### src/rtl/lcd_pkg.sv
// Shared constants for the HD44780 4-bit character-LCD controller:
// FSM state encoding, instruction/nibble constants, 50 MHz default timings
// and the execution-time classifier for a written byte.
package lcd_pkg;

  // Controller states
  localparam logic [3:0] S_PWR_WAIT  = 4'd0;
  localparam logic [3:0] S_INIT_NIB  = 4'd1;
  localparam logic [3:0] S_INIT_WAIT = 4'd2;
  localparam logic [3:0] S_CFG       = 4'd3;
  localparam logic [3:0] S_BYTE_HI   = 4'd4;
  localparam logic [3:0] S_GAP       = 4'd5;
  localparam logic [3:0] S_BYTE_LO   = 4'd6;
  localparam logic [3:0] S_EXEC_WAIT = 4'd7;
  localparam logic [3:0] S_IDLE      = 4'd8;

  // Instructions and init nibbles
  localparam logic [7:0] CMD_CLEAR = 8'h01;
  localparam logic [7:0] CMD_HOME  = 8'h02;
  localparam logic [3:0] NIB_INIT  = 4'h3;
  localparam logic [3:0] NIB_4BIT  = 4'h2;

  // Default timings in 50 MHz clock cycles
  localparam int unsigned DEF_T_POWERON = 750000;
  localparam int unsigned DEF_T_INIT_A  = 205000;
  localparam int unsigned DEF_T_INIT_B  = 5000;
  localparam int unsigned DEF_T_CMD     = 2000;
  localparam int unsigned DEF_T_CLEAR   = 82000;
  localparam int unsigned DEF_E_PULSE   = 12;
  localparam int unsigned DEF_T_SETUP   = 2;
  localparam int unsigned DEF_T_GAP     = 50;
  localparam int unsigned DEF_CW        = 20;

  // Default configuration bytes
  localparam logic [7:0] DEF_CFG_FUNCTION = 8'h28;
  localparam logic [7:0] DEF_CFG_ENTRY    = 8'h06;
  localparam logic [7:0] DEF_CFG_DISPLAY  = 8'h0C;

  // Clear (0x01) and Return Home (0x02/0x03) need the long execution wait;
  // 0x00 shares the same top bits and is grouped with them.
  function automatic logic is_long_cmd(input logic [7:0] b, input logic rs);
    return !rs && ((b == CMD_CLEAR) ||
                   (b[7:1] == CMD_HOME[7:1]) ||
                   (b[7:1] == 7'h00));
  endfunction

endpackage

### src/rtl/lcd_nibble_strobe.sv
// Single-nibble write strobe for the LCD bus.
// A start pulse latches nibble/rs; the bus then shows RS/data for T_SETUP
// cycles with E low, E high for E_PULSE cycles, then E low with data held
// for one cycle, during which done pulses.
// Ports: clk, rst_n (async active-low), start, nibble[3:0], rs ->
//        done (1-cycle pulse), lcd_e, lcd_data[3:0], lcd_rs (all registered).
module lcd_nibble_strobe #(
  parameter int unsigned T_SETUP = 2,
  parameter int unsigned E_PULSE = 12
) (
  input  logic       clk,
  input  logic       rst_n,
  input  logic       start,
  input  logic [3:0] nibble,
  input  logic       rs,
  output logic       done,
  output logic       lcd_e,
  output logic [3:0] lcd_data,
  output logic       lcd_rs
);

  localparam int unsigned LAST = T_SETUP + E_PULSE;
  localparam int unsigned PW   = $clog2(LAST + 1);

  logic [PW-1:0] phase;
  logic [PW-1:0] phase_inc_c;
  logic          busy;

  assign phase_inc_c = phase + PW'(1);

  // phase counts cycles since the start edge; E is high for phases
  // T_SETUP..LAST-1 and done marks the hold cycle at phase LAST.
  always_ff @(posedge clk or negedge rst_n) begin
    if (!rst_n) begin
      busy     <= 1'b0;
      phase    <= '0;
      done     <= 1'b0;
      lcd_e    <= 1'b0;
      lcd_data <= 4'h0;
      lcd_rs   <= 1'b0;
    end else if (start) begin
      busy     <= 1'b1;
      phase    <= '0;
      done     <= 1'b0;
      lcd_e    <= 1'b0;
      lcd_data <= nibble;
      lcd_rs   <= rs;
    end else if (busy) begin
      if (phase == PW'(LAST)) begin
        busy  <= 1'b0;
        phase <= '0;
        done  <= 1'b0;
        lcd_e <= 1'b0;
      end else begin
        phase <= phase_inc_c;
        lcd_e <= (phase_inc_c >= PW'(T_SETUP)) && (phase_inc_c < PW'(LAST));
        done  <= (phase_inc_c == PW'(LAST));
      end
    end
  end

endmodule

### src/rtl/lcd_char_ctrl.sv
// HD44780-compatible 4-bit character-LCD controller (Spartan-3E starter board).
// Runs the power-on init nibbles, writes the configuration bytes, then accepts
// command/data bytes from a host over a valid/ready handshake, splitting each
// byte into two nibble strobes followed by the instruction's execution wait.
// Ports: Clock, Reset (async active-low), iData[7:0], iRS, iValid ->
//        oReady, oInitDone, oLCD_Enabled, oLCD_RegisterSelect, oLCD_ReadWrite
//        (tied 0), oLCD_StrataFlashControl (tied 1), oLCD_Data[3:0] (DB7..DB4).
module lcd_char_ctrl
  import lcd_pkg::*;
#(
  parameter int unsigned T_POWERON    = DEF_T_POWERON,
  parameter int unsigned T_INIT_A     = DEF_T_INIT_A,
  parameter int unsigned T_INIT_B     = DEF_T_INIT_B,
  parameter int unsigned T_CMD        = DEF_T_CMD,
  parameter int unsigned T_CLEAR      = DEF_T_CLEAR,
  parameter int unsigned E_PULSE      = DEF_E_PULSE,
  parameter int unsigned T_SETUP      = DEF_T_SETUP,
  parameter int unsigned T_GAP        = DEF_T_GAP,
  parameter logic [7:0]  CFG_FUNCTION = DEF_CFG_FUNCTION,
  parameter logic [7:0]  CFG_ENTRY    = DEF_CFG_ENTRY,
  parameter logic [7:0]  CFG_DISPLAY  = DEF_CFG_DISPLAY,
  parameter int unsigned CW           = DEF_CW
) (
  input  logic       Clock,
  input  logic       Reset,
  input  logic [7:0] iData,
  input  logic       iRS,
  input  logic       iValid,
  output logic       oReady,
  output logic       oInitDone,
  output logic       oLCD_Enabled,
  output logic       oLCD_RegisterSelect,
  output logic       oLCD_ReadWrite,
  output logic       oLCD_StrataFlashControl,
  output logic [3:0] oLCD_Data
);

  logic [3:0]    state, state_next_c;
  logic [CW-1:0] cnt;
  logic [1:0]    step, step_next_c;
  logic [1:0]    cfg, cfg_next_c;
  logic [7:0]    byte_q, byte_next_c;
  logic          rs_q, rs_next_c;

  logic [CW-1:0] wait_c;
  logic          expired_c;
  logic [7:0]    cfg_byte_c;
  logic          strobe_start_c;
  logic [3:0]    strobe_nib_c;
  logic          strobe_rs_c;
  logic          strobe_done;

  assign oLCD_ReadWrite          = 1'b0;
  assign oLCD_StrataFlashControl = 1'b1;

  // Length of the wait owned by the current state
  always_comb begin
    wait_c = CW'(T_CMD);
    case (state)
      S_PWR_WAIT: wait_c = CW'(T_POWERON);
      S_INIT_WAIT: begin
        case (step)
          2'd0:    wait_c = CW'(T_INIT_A);
          2'd1:    wait_c = CW'(T_INIT_B);
          default: wait_c = CW'(T_CMD);
        endcase
      end
      S_GAP:       wait_c = CW'(T_GAP);
      S_EXEC_WAIT: wait_c = is_long_cmd(byte_q, rs_q) ? CW'(T_CLEAR) : CW'(T_CMD);
      default:     wait_c = CW'(T_CMD);
    endcase
  end

  // Counter restarts at 0 on state entry, so N cycles end at N-1
  assign expired_c = (cnt == (wait_c - CW'(1)));

  // Configuration byte for the current cfg index
  always_comb begin
    case (cfg)
      2'd0:    cfg_byte_c = CFG_FUNCTION;
      2'd1:    cfg_byte_c = CFG_ENTRY;
      2'd2:    cfg_byte_c = CFG_DISPLAY;
      default: cfg_byte_c = CMD_CLEAR;
    endcase
  end

  // Next-state logic; nibble strobes are launched on entry to a strobe state
  always_comb begin
    state_next_c   = state;
    step_next_c    = step;
    cfg_next_c     = cfg;
    byte_next_c    = byte_q;
    rs_next_c      = rs_q;
    strobe_start_c = 1'b0;
    strobe_nib_c   = 4'h0;
    strobe_rs_c    = 1'b0;
    case (state)
      S_PWR_WAIT: begin
        if (expired_c) begin
          state_next_c   = S_INIT_NIB;
          step_next_c    = 2'd0;
          strobe_start_c = 1'b1;
          strobe_nib_c   = NIB_INIT;
        end
      end
      S_INIT_NIB: begin
        if (strobe_done) state_next_c = S_INIT_WAIT;
      end
      S_INIT_WAIT: begin
        if (expired_c) begin
          if (step == 2'd3) begin
            state_next_c = S_CFG;
            cfg_next_c   = 2'd0;
          end else begin
            state_next_c   = S_INIT_NIB;
            step_next_c    = step + 2'd1;
            strobe_start_c = 1'b1;
            strobe_nib_c   = (step == 2'd2) ? NIB_4BIT : NIB_INIT;
          end
        end
      end
      S_CFG: begin
        state_next_c   = S_BYTE_HI;
        byte_next_c    = cfg_byte_c;
        rs_next_c      = 1'b0;
        strobe_start_c = 1'b1;
        strobe_nib_c   = cfg_byte_c[7:4];
      end
      S_BYTE_HI: begin
        if (strobe_done) state_next_c = S_GAP;
      end
      S_GAP: begin
        if (expired_c) begin
          state_next_c   = S_BYTE_LO;
          strobe_start_c = 1'b1;
          strobe_nib_c   = byte_q[3:0];
          strobe_rs_c    = rs_q;
        end
      end
      S_BYTE_LO: begin
        if (strobe_done) state_next_c = S_EXEC_WAIT;
      end
      S_EXEC_WAIT: begin
        if (expired_c) begin
          if (!oInitDone && (cfg != 2'd3)) begin
            state_next_c = S_CFG;
            cfg_next_c   = cfg + 2'd1;
          end else begin
            state_next_c = S_IDLE;
          end
        end
      end
      S_IDLE: begin
        if (iValid && oReady) begin
          state_next_c   = S_BYTE_HI;
          byte_next_c    = iData;
          rs_next_c      = iRS;
          strobe_start_c = 1'b1;
          strobe_nib_c   = iData[7:4];
          strobe_rs_c    = iRS;
        end
      end
      default: state_next_c = S_PWR_WAIT;
    endcase
  end

  // State, wait counter and handshake registers
  always_ff @(posedge Clock or negedge Reset) begin
    if (!Reset) begin
      state     <= S_PWR_WAIT;
      cnt       <= '0;
      step      <= 2'd0;
      cfg       <= 2'd0;
      byte_q    <= 8'h00;
      rs_q      <= 1'b0;
      oReady    <= 1'b0;
      oInitDone <= 1'b0;
    end else begin
      state     <= state_next_c;
      cnt       <= (state_next_c != state) ? '0 : (cnt + CW'(1));
      step      <= step_next_c;
      cfg       <= cfg_next_c;
      byte_q    <= byte_next_c;
      rs_q      <= rs_next_c;
      oReady    <= (state_next_c == S_IDLE);
      oInitDone <= oInitDone | (state_next_c == S_IDLE);
    end
  end

  lcd_nibble_strobe #(
    .T_SETUP (T_SETUP),
    .E_PULSE (E_PULSE)
  ) u_strobe (
    .clk      (Clock),
    .rst_n    (Reset),
    .start    (strobe_start_c),
    .nibble   (strobe_nib_c),
    .rs       (strobe_rs_c),
    .done     (strobe_done),
    .lcd_e    (oLCD_Enabled),
    .lcd_data (oLCD_Data),
    .lcd_rs   (oLCD_RegisterSelect)
  );

endmodule
### config.mk
export PLATFORM = sky130hd
export DESIGN_NAME = lcd_char_ctrl
export DESIGN_NICKNAME = d
export VERILOG_FILES = /design/src/rtl/lcd_pkg.sv /design/src/rtl/lcd_nibble_strobe.sv /design/src/rtl/lcd_char_ctrl.sv
export SDC_FILE = /design/constraint.sdc
export NUM_CORES = 1
export LEC_CHECK = 0
export CORE_MARGIN = 2
export CORE_UTILIZATION = 45
export DETAILED_ROUTE_END_ITERATION = 7
export HOLD_SLACK_MARGIN = 0.15
export MAX_ROUTING_LAYER = met4
export PLACE_DENSITY = 0.74
export SYNTH_ARGS = -nofsm -noshare
export SYNTH_HDL_FRONTEND = slang
export SYNTH_SLANG_ARGS = --single-unit
### constraint.sdc
create_clock -name Clock -period 6 [get_ports Clock]
set_clock_uncertainty 0.2 [all_clocks]
set_input_delay 1.2 -clock Clock [delete_from_list [all_inputs] [get_ports Clock]]
set_output_delay 1.2 -clock Clock [all_outputs]
set_load 0.01 [all_outputs]
; Word-level counts from Yosys, hierarchy flattened
; Index checks and enable logic that the tools add are counted.
[word_totals]
register_bits = 51
input_bits = 12
elab_cells = 126
[classes]
addsub = 5
order_cmp = 2
n_eq_ne = 28
n_mux = 56
bitwise_logic = 1
n_reduce_logical = 20
[ops]
columns = op, n
row1 = case mux 20 bit (4 select lines), 1
row2 = 2-to-1 mux 4 bit, 14
row3 = case mux 18 bit (2 select lines), 1
row4 = case mux 4 bit (9 select lines), 1
row5 = 2-to-1 mux 2 bit, 11
row6 = "adder 20 x 1 -> 20 bit, second input constant", 1
row7 = == test 20 bit, 1
row8 = 2-to-1 mux 20 bit, 1
row9 = case mux 4 bit (5 select lines), 1
row10 = "subtractor 20 x 1 -> 20 bit, second input constant", 1
row11 = case mux 6 bit (3 select lines), 1
row12 = 2-to-1 mux 1 bit, 17
row13 = 2-to-1 mux 17 bit, 1
row14 = "== test 4 x 3 -> 1 bit, second input constant", 4
row15 = "== test 4 bit, second input constant", 4
row16 = "!= test 2 bit, second input constant", 8
row17 = case mux 8 bit (2 select lines), 1
row18 = "== test 4 x 2 -> 1 bit, second input constant", 2
row19 = "== test 8 x 1 -> 1 bit, second input constant", 1
row20 = 2-to-1 mux 8 bit, 1
row21 = case mux 2 bit (2 select lines), 2
row22 = nonzero test 2 bit, 4
row23 = "== test 7 x 1 -> 1 bit, second input constant", 1
row24 = logical NOT 7 bit, 1
row25 = 20 further kinds, 31

; Logic depth before layout (Yosys ltp)
; Gate-level depths: netlist of the first run.
[logic_depth]
depth_word = 12
depth_mapped = 14

; Hierarchy
; From an unflattened synthesis of the first run, not the netlist that was laid out.
[hier_totals]
cells_unflattened = 368
area_unflattened_um2 = 3427.0
[modules_own_cells]
columns = module, n_inst, cells_per_inst, area_each_um2, seq_area_each_um2
row1 = lcd_char_ctrl, 1, 317, 2849.0, 975.9
row2 = lcd_nibble_strobe, 1, 51, 578.1, 300.3

; Worst setup path before layout of the first run
; Ideal clock, no wire load.
[synth_timing]
path_type = register to register
startpoint = reg state[1]
endpoint = reg cnt[1]
arrival_time_ns = 2.968
required_ns = 5.721
path_slack_ns = 2.752
stages_incl_launch_ff = 14
path_buffers = 3
period_less_slack_ns = 3.248
cell_sequence = dfrtp_1 > clkbuf_1 > clkbuf_1 > and3_1 > o21ai_0 > ha_1 > xor2_1 > o211a_1 > o211ai_1 > nor4b_1 > nand4_2 > mux2i_4 > buf_8 > mux2i_1
[synth_via]
elab_chain_len = 8
elab_cells_between_ends = 23
classes_between = add/sub: 1 / eq/ne: 10 / mux: 11 / reduce/logical: 1
[synth_lines]
columns = element, line
row1 = "start, declared", lcd_char_ctrl.sv:38  ; logic [3:0] state, state_next_c;
row2 = "start signal, assigned", lcd_char_ctrl.sv:179  ; state <= state_next_c;
row3 = == test 4 x 3 -> 1 bit (tied with other cells), "lcd_char_ctrl.sv:59, lcd_char_ctrl.sv:97"
row4 = case mux 20 bit (4 select lines), lcd_char_ctrl.sv:59  ; case (state)
row5 = subtractor 20 x 1 -> 20 bit, lcd_char_ctrl.sv:75  ; assign expired_c = (cnt == (wait_c - CW'(1)));
row6 = == test 20 bit, lcd_char_ctrl.sv:75
row7 = "2-to-1 mux 4 bit, on equally long branches", n/a
row8 = case mux 4 bit (9 select lines), lcd_char_ctrl.sv:97  ; case (state)
row9 = != test 4 bit (*), lcd_char_ctrl.sv:180  ; cnt <= (state_next_c != state) ? '0 : (cnt + CW'(1));
row10 = 2-to-1 mux 20 bit (*), lcd_char_ctrl.sv:180
row11 = "end signal, assigned", lcd_char_ctrl.sv:180
row12 = "end, declared", lcd_char_ctrl.sv:39  ; logic [CW-1:0] cnt;
; Mark *: on every way between the ends. The rest lies on a longest branch, timed or not.
; A chain may end at the register's enable or synchronous reset.

; Worst setup path after layout of the first run
[layout_timing]
startpoint = reg state[3]
endpoint = reg cnt[8]
; Same word-level chain as after synthesis.

==> metrics, run 1 <==
run status complete, no violations; Post-synth EDFFs 0; Hold Path Origin byte_q[7]; cts hold-fix bufs 0; asr flop ratio synth 100%; Critical R2R Capture cnt[8]; Slew headroom 29.5%; synthesized flop and latch total ~50; # diodes 0; RePlAce Congestion about 1; Max clock buf depth 2; warnings from Yosys 0; worst-margin pin slew just over 1 ns; crit path capture cnt[8]; DP Wirelength about 6.3 mm; post-DR wirelength/cell 15.6 um; Detailed Routing Iterations Pass 1 5; Die ar. 0.00929 mm2; post-synthesis sequential area ratio 33.2%; worst path required time ~6.0 ns; initial antenna violation count 0; Most used DFF post-synth dfrtp_1; chip width between 90 and 100 um; First DRT Iteration DRCs a little over 200; GR Overflow Total 0; setup slack, reg-to-reg between 1.5 and 2 ns; post-route clock period utilization around three quarters; Min Clock Period, post-route ~4.4 ns; Pleak around 1.9 nW; core footprint approximately 0.0083 mm2; final setup TNS 0 ns; Setup Buffers After CTS 0; clock slew seen by the registers of the worst setup and hold paths approximately 0.10 ns; Port-buffer cells 19; CTS resizes 0; maximum capacitance violations 0; total number of vias between 3000 and 4000; cell area after layout 0.00414 mm2; Slew Limit Fails 0; CP startpoint kind flop; total CTS buffers 5; mapped cell area slightly below 0.004 mm2; clock latency on the worst-skew pair a little over 0.3 ns; Peak Freq ~220 MHz; Distinct cells, synth between 60 and 70; total I/O pin count 22; chip height about 96 um; Power per Cell Area between 100 and 150 mW/mm2; worst min path class reg -> reg; synth-to-layout area growth 7.81%; share of post-route cells with drive strength above 1 under 10%; H-tree depth 2; worst vdd ir 0.0961 mV; Final Hold Fails 0; CTS tree done; CP arrival around 4.5 ns; post-route DRC violation count 0; final WL 8.96 mm; Worst setup EP type flop; first-pass GRT wire length roughly 15 mm; fillers 768; FP Rows 33; worst-path fanout max 22; nets@finish ~500; RSZ-0062 raised after global routing no; Crit Path Category reg -> reg; Worst Setup SP state[3]; largest net degree at the start of global routing 52; Post-Syn Nets around 500; clock root buffer master clkbuf_8; FF-to-FF Start state[3]; Initial Utilization 46.5%; Avg Vias per Cell roughly 5.9; syn_area_per_cell between 8 and 9 um2; vias in the first global route 3234; CTS sink cnt between 50 and 60; cells on worst reg2reg path 11; GR Util All Layers between 20% and 30%; Syn Inst Count 469; placed inst area around 0.004 mm2; final setup fails 0; antenna viol nets, final 0
[through the flow]
step                hold WS [ns]  total power [mW]  cells  worst slack, ns  utilization [%]
floorplan                  0.241             0.352    469             2.75                -
global placement           0.255             0.365    566             1.90             49.0
detailed placement         0.258             0.365    566             1.67             49.0
CTS                        0.283             0.583    574             1.65             50.2
global route               0.305             0.603    574             1.07             50.2
finish                     0.283             0.576    574             1.55             50.2
[area by class of cell]
| cell class | count | area [um2] | area share, % |
|---|---|---|---|
| sequential | 51 | 1280 | 30.8 |
| tap | 105 | 131 | 3.17 |
| multi-input combinational | 363 | 2330 | 56.3 |
| clock buffer | 5 | 68.8 | 1.66 |
| clock inverter | 3 | 27.5 | 0.664 |
| timing repair buffer | 23 | 215 | 5.19 |
| inverter | 24 | 90.1 | 2.17 |
[critical path, cell delays in order (launching register included)]
cell,delay (ns)
dfrtp_1,0.74
inv_1,0.29
and3_1,0.27
o21ai_0,0.11
ha_1,0.28
xor2_1,0.13
o211a_1,0.17
o211ai_1,0.09
nor4b_1,0.37
nand4_2,0.45
mux2i_4,0.96
mux2i_1,0.28
[Yosys cell counts, types with 2 or more instances]
master	number	area [um2]
nor2_1	68	255
dfrtp_1	51	1280
o21ai_0	51	255
nand2_1	42	158
mux2i_1	28	280
inv_1	23	86.3
clkbuf_1	21	78.8
ha_1	14	175
xnor2_1	14	123
o211ai_1	13	97.6
a21oi_1	12	60.1
nand3_1	12	60.1
nor3_1	10	50.1
xor2_1	10	87.6
buf_2	6	30.0
or3_1	6	37.5
nand4_1	5	31.3
nor4b_1	5	43.8
or2_2	5	31.3
nand2b_1	4	25.0
o221ai_1	4	35.0
a211oi_1	3	22.5
a2bb2oi_1	3	26.3
and3_1	3	18.8
and4_1	3	26.3
o211a_1	3	30.0
o22ai_1	3	18.8
o31ai_1	3	22.5
or4_1	3	22.5
a21o_1	2	15.0
a41oi_1	2	17.5
and2_1	2	12.5
buf_4	2	15.0
buf_8	2	30.0
conb_1	2	7.51
nor2b_1	2	12.5
nor4_1	2	12.5
[cell families after synthesis]
group / synth area share [%]
AND/OR/NAND/NOR: 24.5
XOR/XNOR: 5.47
AO/OA/AOI/OAI: 17.6
other: 0.195
buffers and inverters: 6.35
flip-flops: 33.2
adder cells (fa/ha/maj): 4.56
multiplexers: 8.17
[registers in the layout, summed over array words and instances, names as in the netlist]
| register | cells |
|---|---|
| byte_q | 8 |
| cfg | 2 |
| cnt | 20 |
| oInitDone | 1 |
| oReady | 1 |
| rs_q | 1 |
| state | 4 |
| step | 2 |
| u_strobe.busy | 1 |
| u_strobe.done | 1 |
| u_strobe.lcd_data | 4 |
| u_strobe.lcd_e | 1 |
| u_strobe.lcd_rs | 1 |
| u_strobe.phase | 4 |
[report_power, final]
| group | total, mW | internal (mW) | switching, mW | leakage (nW) |
|---|---|---|---|---|
| Sequential | 0.343 | 0.343 | 0 | 0.672 |
| Clock | 0.218 | 0.0868 | 0.131 | 0.0467 |
| Combinational | 0.0147 | 0.00639 | 0.00826 | 1.14 |
[placed cells by master, fill, tap and decap left out, types with 13 or more instances in the layout]
cell type	synthesis	final
clkdlybuf4s50_1	0	18
nor2_1	68	68
mux2i_1	28	28
o21ai_0	51	50
inv_1	23	23
xnor2_1	14	14
nand2_1	42	42
dfrtp_1	51	51
ha_1	14	14
o211ai_1	13	13
[how the worst min path moves through the flow]
stage / end / slack, ns / depth (start not counted)
after floorplan: byte_q[6] / 0.24 / 2
after global placement: byte_q[7] / 0.26 / 2
after detailed placement: byte_q[7] / 0.26 / 2
after CTS: byte_q[7] / 0.28 / 2
after global routing: byte_q[7] / 0.30 / 2
final: byte_q[7] / 0.28 / 2
[per-layer routing]
metal  global-route usage [%]  vias up  part of all wire, %
li1                         -     1643                    -
met1                     28.4     1625                   46
met2                     32.9      105                   47
met3                     3.41       14                  5.4
met4                     5.99        0                  1.6
met5                        -        -                    0
No activity file was read; power rests on OpenSTA's default activity.
==> run 2: changes to the inputs <==
==> constraint.sdc (replaced) <==
create_clock -name Clock -period 4.65 [get_ports Clock]
set_clock_uncertainty 0.2 [all_clocks]
set_input_delay 0.93 -clock Clock [delete_from_list [all_inputs] [get_ports Clock]]
set_output_delay 0.93 -clock Clock [all_outputs]
set_load 0.01 [all_outputs]
==> metrics, run 2 (same netlist as run 1, synthesis figures left out) <==
largest net degree at the start of global routing 44 (-15%); cts hold-fix bufs 0 (unchanged); worst slack, placed 0.774 ns (-0.899 ns); Sequential Power Share 59.7% (about the same); worst-path fanout max 22 (unchanged); max reg flops 20 (unchanged); Port-buffer cells 19 (unchanged); post-route DRC violation count 0 (unchanged); GR Overflow Total 0 (unchanged); cell area after layout 0.00416 mm2 (+0.39%); placed inst area 0.00406 mm2 (+0.37%); Inst Count DP 568 (+0.35%); total power 0.743 mW (+29%); FP Rows 33 (unchanged); Pleak 1.87 nW (+0.71%); RSZ-0062 raised after global routing no; post-route insts no fill 576 (+0.35%); nets@finish 496 (+0.40%); FF-to-FF Start state[3]; DP Wirelength 6.22 mm (-1.7%); chip height 96.4 um (unchanged); Avg Vias per Cell 5.83 (-1.3%); clock latency on the worst-skew pair 0.32 ns (about the same); Int Power 0.563 mW (+29%); Critical R2R Capture cnt[19]; synth-to-layout area growth 8.24%; post-DR wirelength/cell 15.3 um (-1.8%); worst min path class in -> async; share of post-route cells with drive strength above 1 6.79% (+0.40 points); switching share of power 24.2% (-0.065 points); Crit-path slowest cell dfrtp_1; most frequent cells in the layout nor2_1 (68), dfrtp_1 (51), o21ai_0 (50); Largest stage delay, worst path 0.77 ns (-0.19 ns); worst path required time 4.69 ns (-1.34 ns); total CTS buffers 5 (unchanged); CTS sink cnt 51 (unchanged); Min Clock Period, post-route 4.01 ns (-0.438 ns); Comb power frac 2.6% (about the same); Slew headroom 51.8% (+22 points); Peak Freq 250 MHz (+11%); run status complete, no violations; Top Registers cnt: 20 flops, byte_q: 8 flops; first-pass GRT wire length 14.8 mm (-2.8%); met2 Usage GRT 32.8% (-0.12 points); First DRT Iteration DRCs 229 (+11%); worst vdd ir 0.117 mV (+21%); total I/O pin count 22 (unchanged); Initial Utilization 46.5% (unchanged); final WL 8.83 mm (-1.5%); worst-margin pin slew 0.722 ns (-0.314 ns); CP arrival 4.05 ns (-0.42 ns); clock power share 37.8% (about the same); Critical Path, Cell by Cell inv_1, and3_1, o21ai_0, ha_1, xor2_1, o211a_1, o211ai_1, nor4b_1, nand4_2, mux2i_4, buf_4, mux2i_1; CTS tree done; vias in the first global route 3146 (-2.7%); core footprint 0.00826 mm2 (unchanged); cells on worst reg2reg path 12 (+1); grt met1 use 27.1% (-1.3 points); H-tree depth 2 (unchanged); Detailed Routing Iterations Pass 1 5 (unchanged); clock slew seen by the registers of the worst setup and hold paths 0.11 ns (about the same); Die ar. 0.00929 mm2 (unchanged); post-route worst setup slack 0.642 ns (-0.912 ns); Final Hold Fails 0 (unchanged); Worst setup EP type flop; setup slack, reg-to-reg 0.64 ns (-0.91 ns); total net switching power 0.179 mW (+29%); chip width 96.4 um (unchanged); Max clock buf depth 2 (unchanged); maximum capacitance violations 0 (unchanged); clock root buffer master clkbuf_8; most common cell after layout, fill and taps aside nor2_1; antenna viol nets, final 0 (unchanged); CP startpoint kind flop; final setup TNS 0 ns (unchanged); met3 Resource Use GR 3.26% (-0.16 points); RePlAce Congestion 0.943 (-5.6%); largest reg by FF count cnt; total number of vias 3356 (-0.92%); initial antenna violation count 0 (unchanged); Crit Path Category reg -> reg; final setup fails 0 (unchanged); # diodes 0 (unchanged); Power per Cell Area 179 mW/mm2 (+28%); GR Util All Layers 20.5% (-0.56 points); Slew Limit Fails 0 (unchanged); Setup Buffers After CTS 0 (unchanged); post-route clock period utilization 86.2% (+12 points); busiest grt layer met2; CTS resizes 0 (unchanged)
[run 2: cell count changes in the layout (fill, tap and decap cells not counted), sizes merged]
cell,previous run,this run
buf,5,7
clkinv,0,2
clkinvlp,1,0
inv,26,25
[run 2: critical path: cells and delay by family (launching register included)]
family | cells | cell delay [ns]
XOR/XNOR | 1 | 0.14
AND/OR/NAND/NOR | 3 | 1.04
buffers and inverters | 2 | 0.65
adder cells (fa/ha/maj) | 1 | 0.26
multiplexers | 2 | 0.50
AO/OA/AOI/OAI | 3 | 0.36
flip-flops | 1 | 0.77
[run 2: how the worst max path moves through the flow]
stage                         from      end  depth (start not counted)
after floorplan           state[1]   cnt[1]                         13
after global placement    state[3]  cnt[14]                         12
after detailed placement  state[3]  cnt[16]                         12
after CTS                 state[3]  cnt[16]                         12
after global routing      state[3]  cnt[19]                         12
final                     state[3]  cnt[19]                         12
[run 2: layout make-up]
type                       instances  area [um2]
multi-input combinational        363        2330
timing repair buffer              25         230
inverter                          24        90.1
sequential                        51        1280
fill                             786        4100
clock inverter                     3        28.8
clock buffer                       5        68.8
tap                              105         131
[run 2: metal layers]
| metal | part of all wire, % | vias to the layer above | wire length [um] |
|---|---|---|---|
| li1 | - | 1650 | - |
| met1 | 46 | 1584 | 4030 |
| met2 | 47 | 109 | 4190 |
| met3 | 5.4 | 13 | 477 |
| met4 | 1.5 | 0 | 128 |
| met5 | 0 | - | 0 |
[run 2: power by group through the flow]
stage | logic, mW | registers [mW] | clock network (mW)
detailed placement | 0.0196 | 0.452 | 0
floorplan | 0.00208 | 0.452 | 0
global route | 0.0215 | 0.443 | 0.305
CTS | 0.0198 | 0.443 | 0.285
finish | 0.0190 | 0.443 | 0.281
global placement | 0.0195 | 0.452 | 0
[run 2: metrics by stage]
step / utilization, % / hold slack (ns)
2_1_floorplan: - / 0.241
3_3_place_gp: 49.2 / 0.258
3_5_place_dp: 49.2 / 0.261
4_1_cts: 50.4 / 0.237
5_1_grt: 50.4 / 0.236
6_report: 50.4 / 0.234
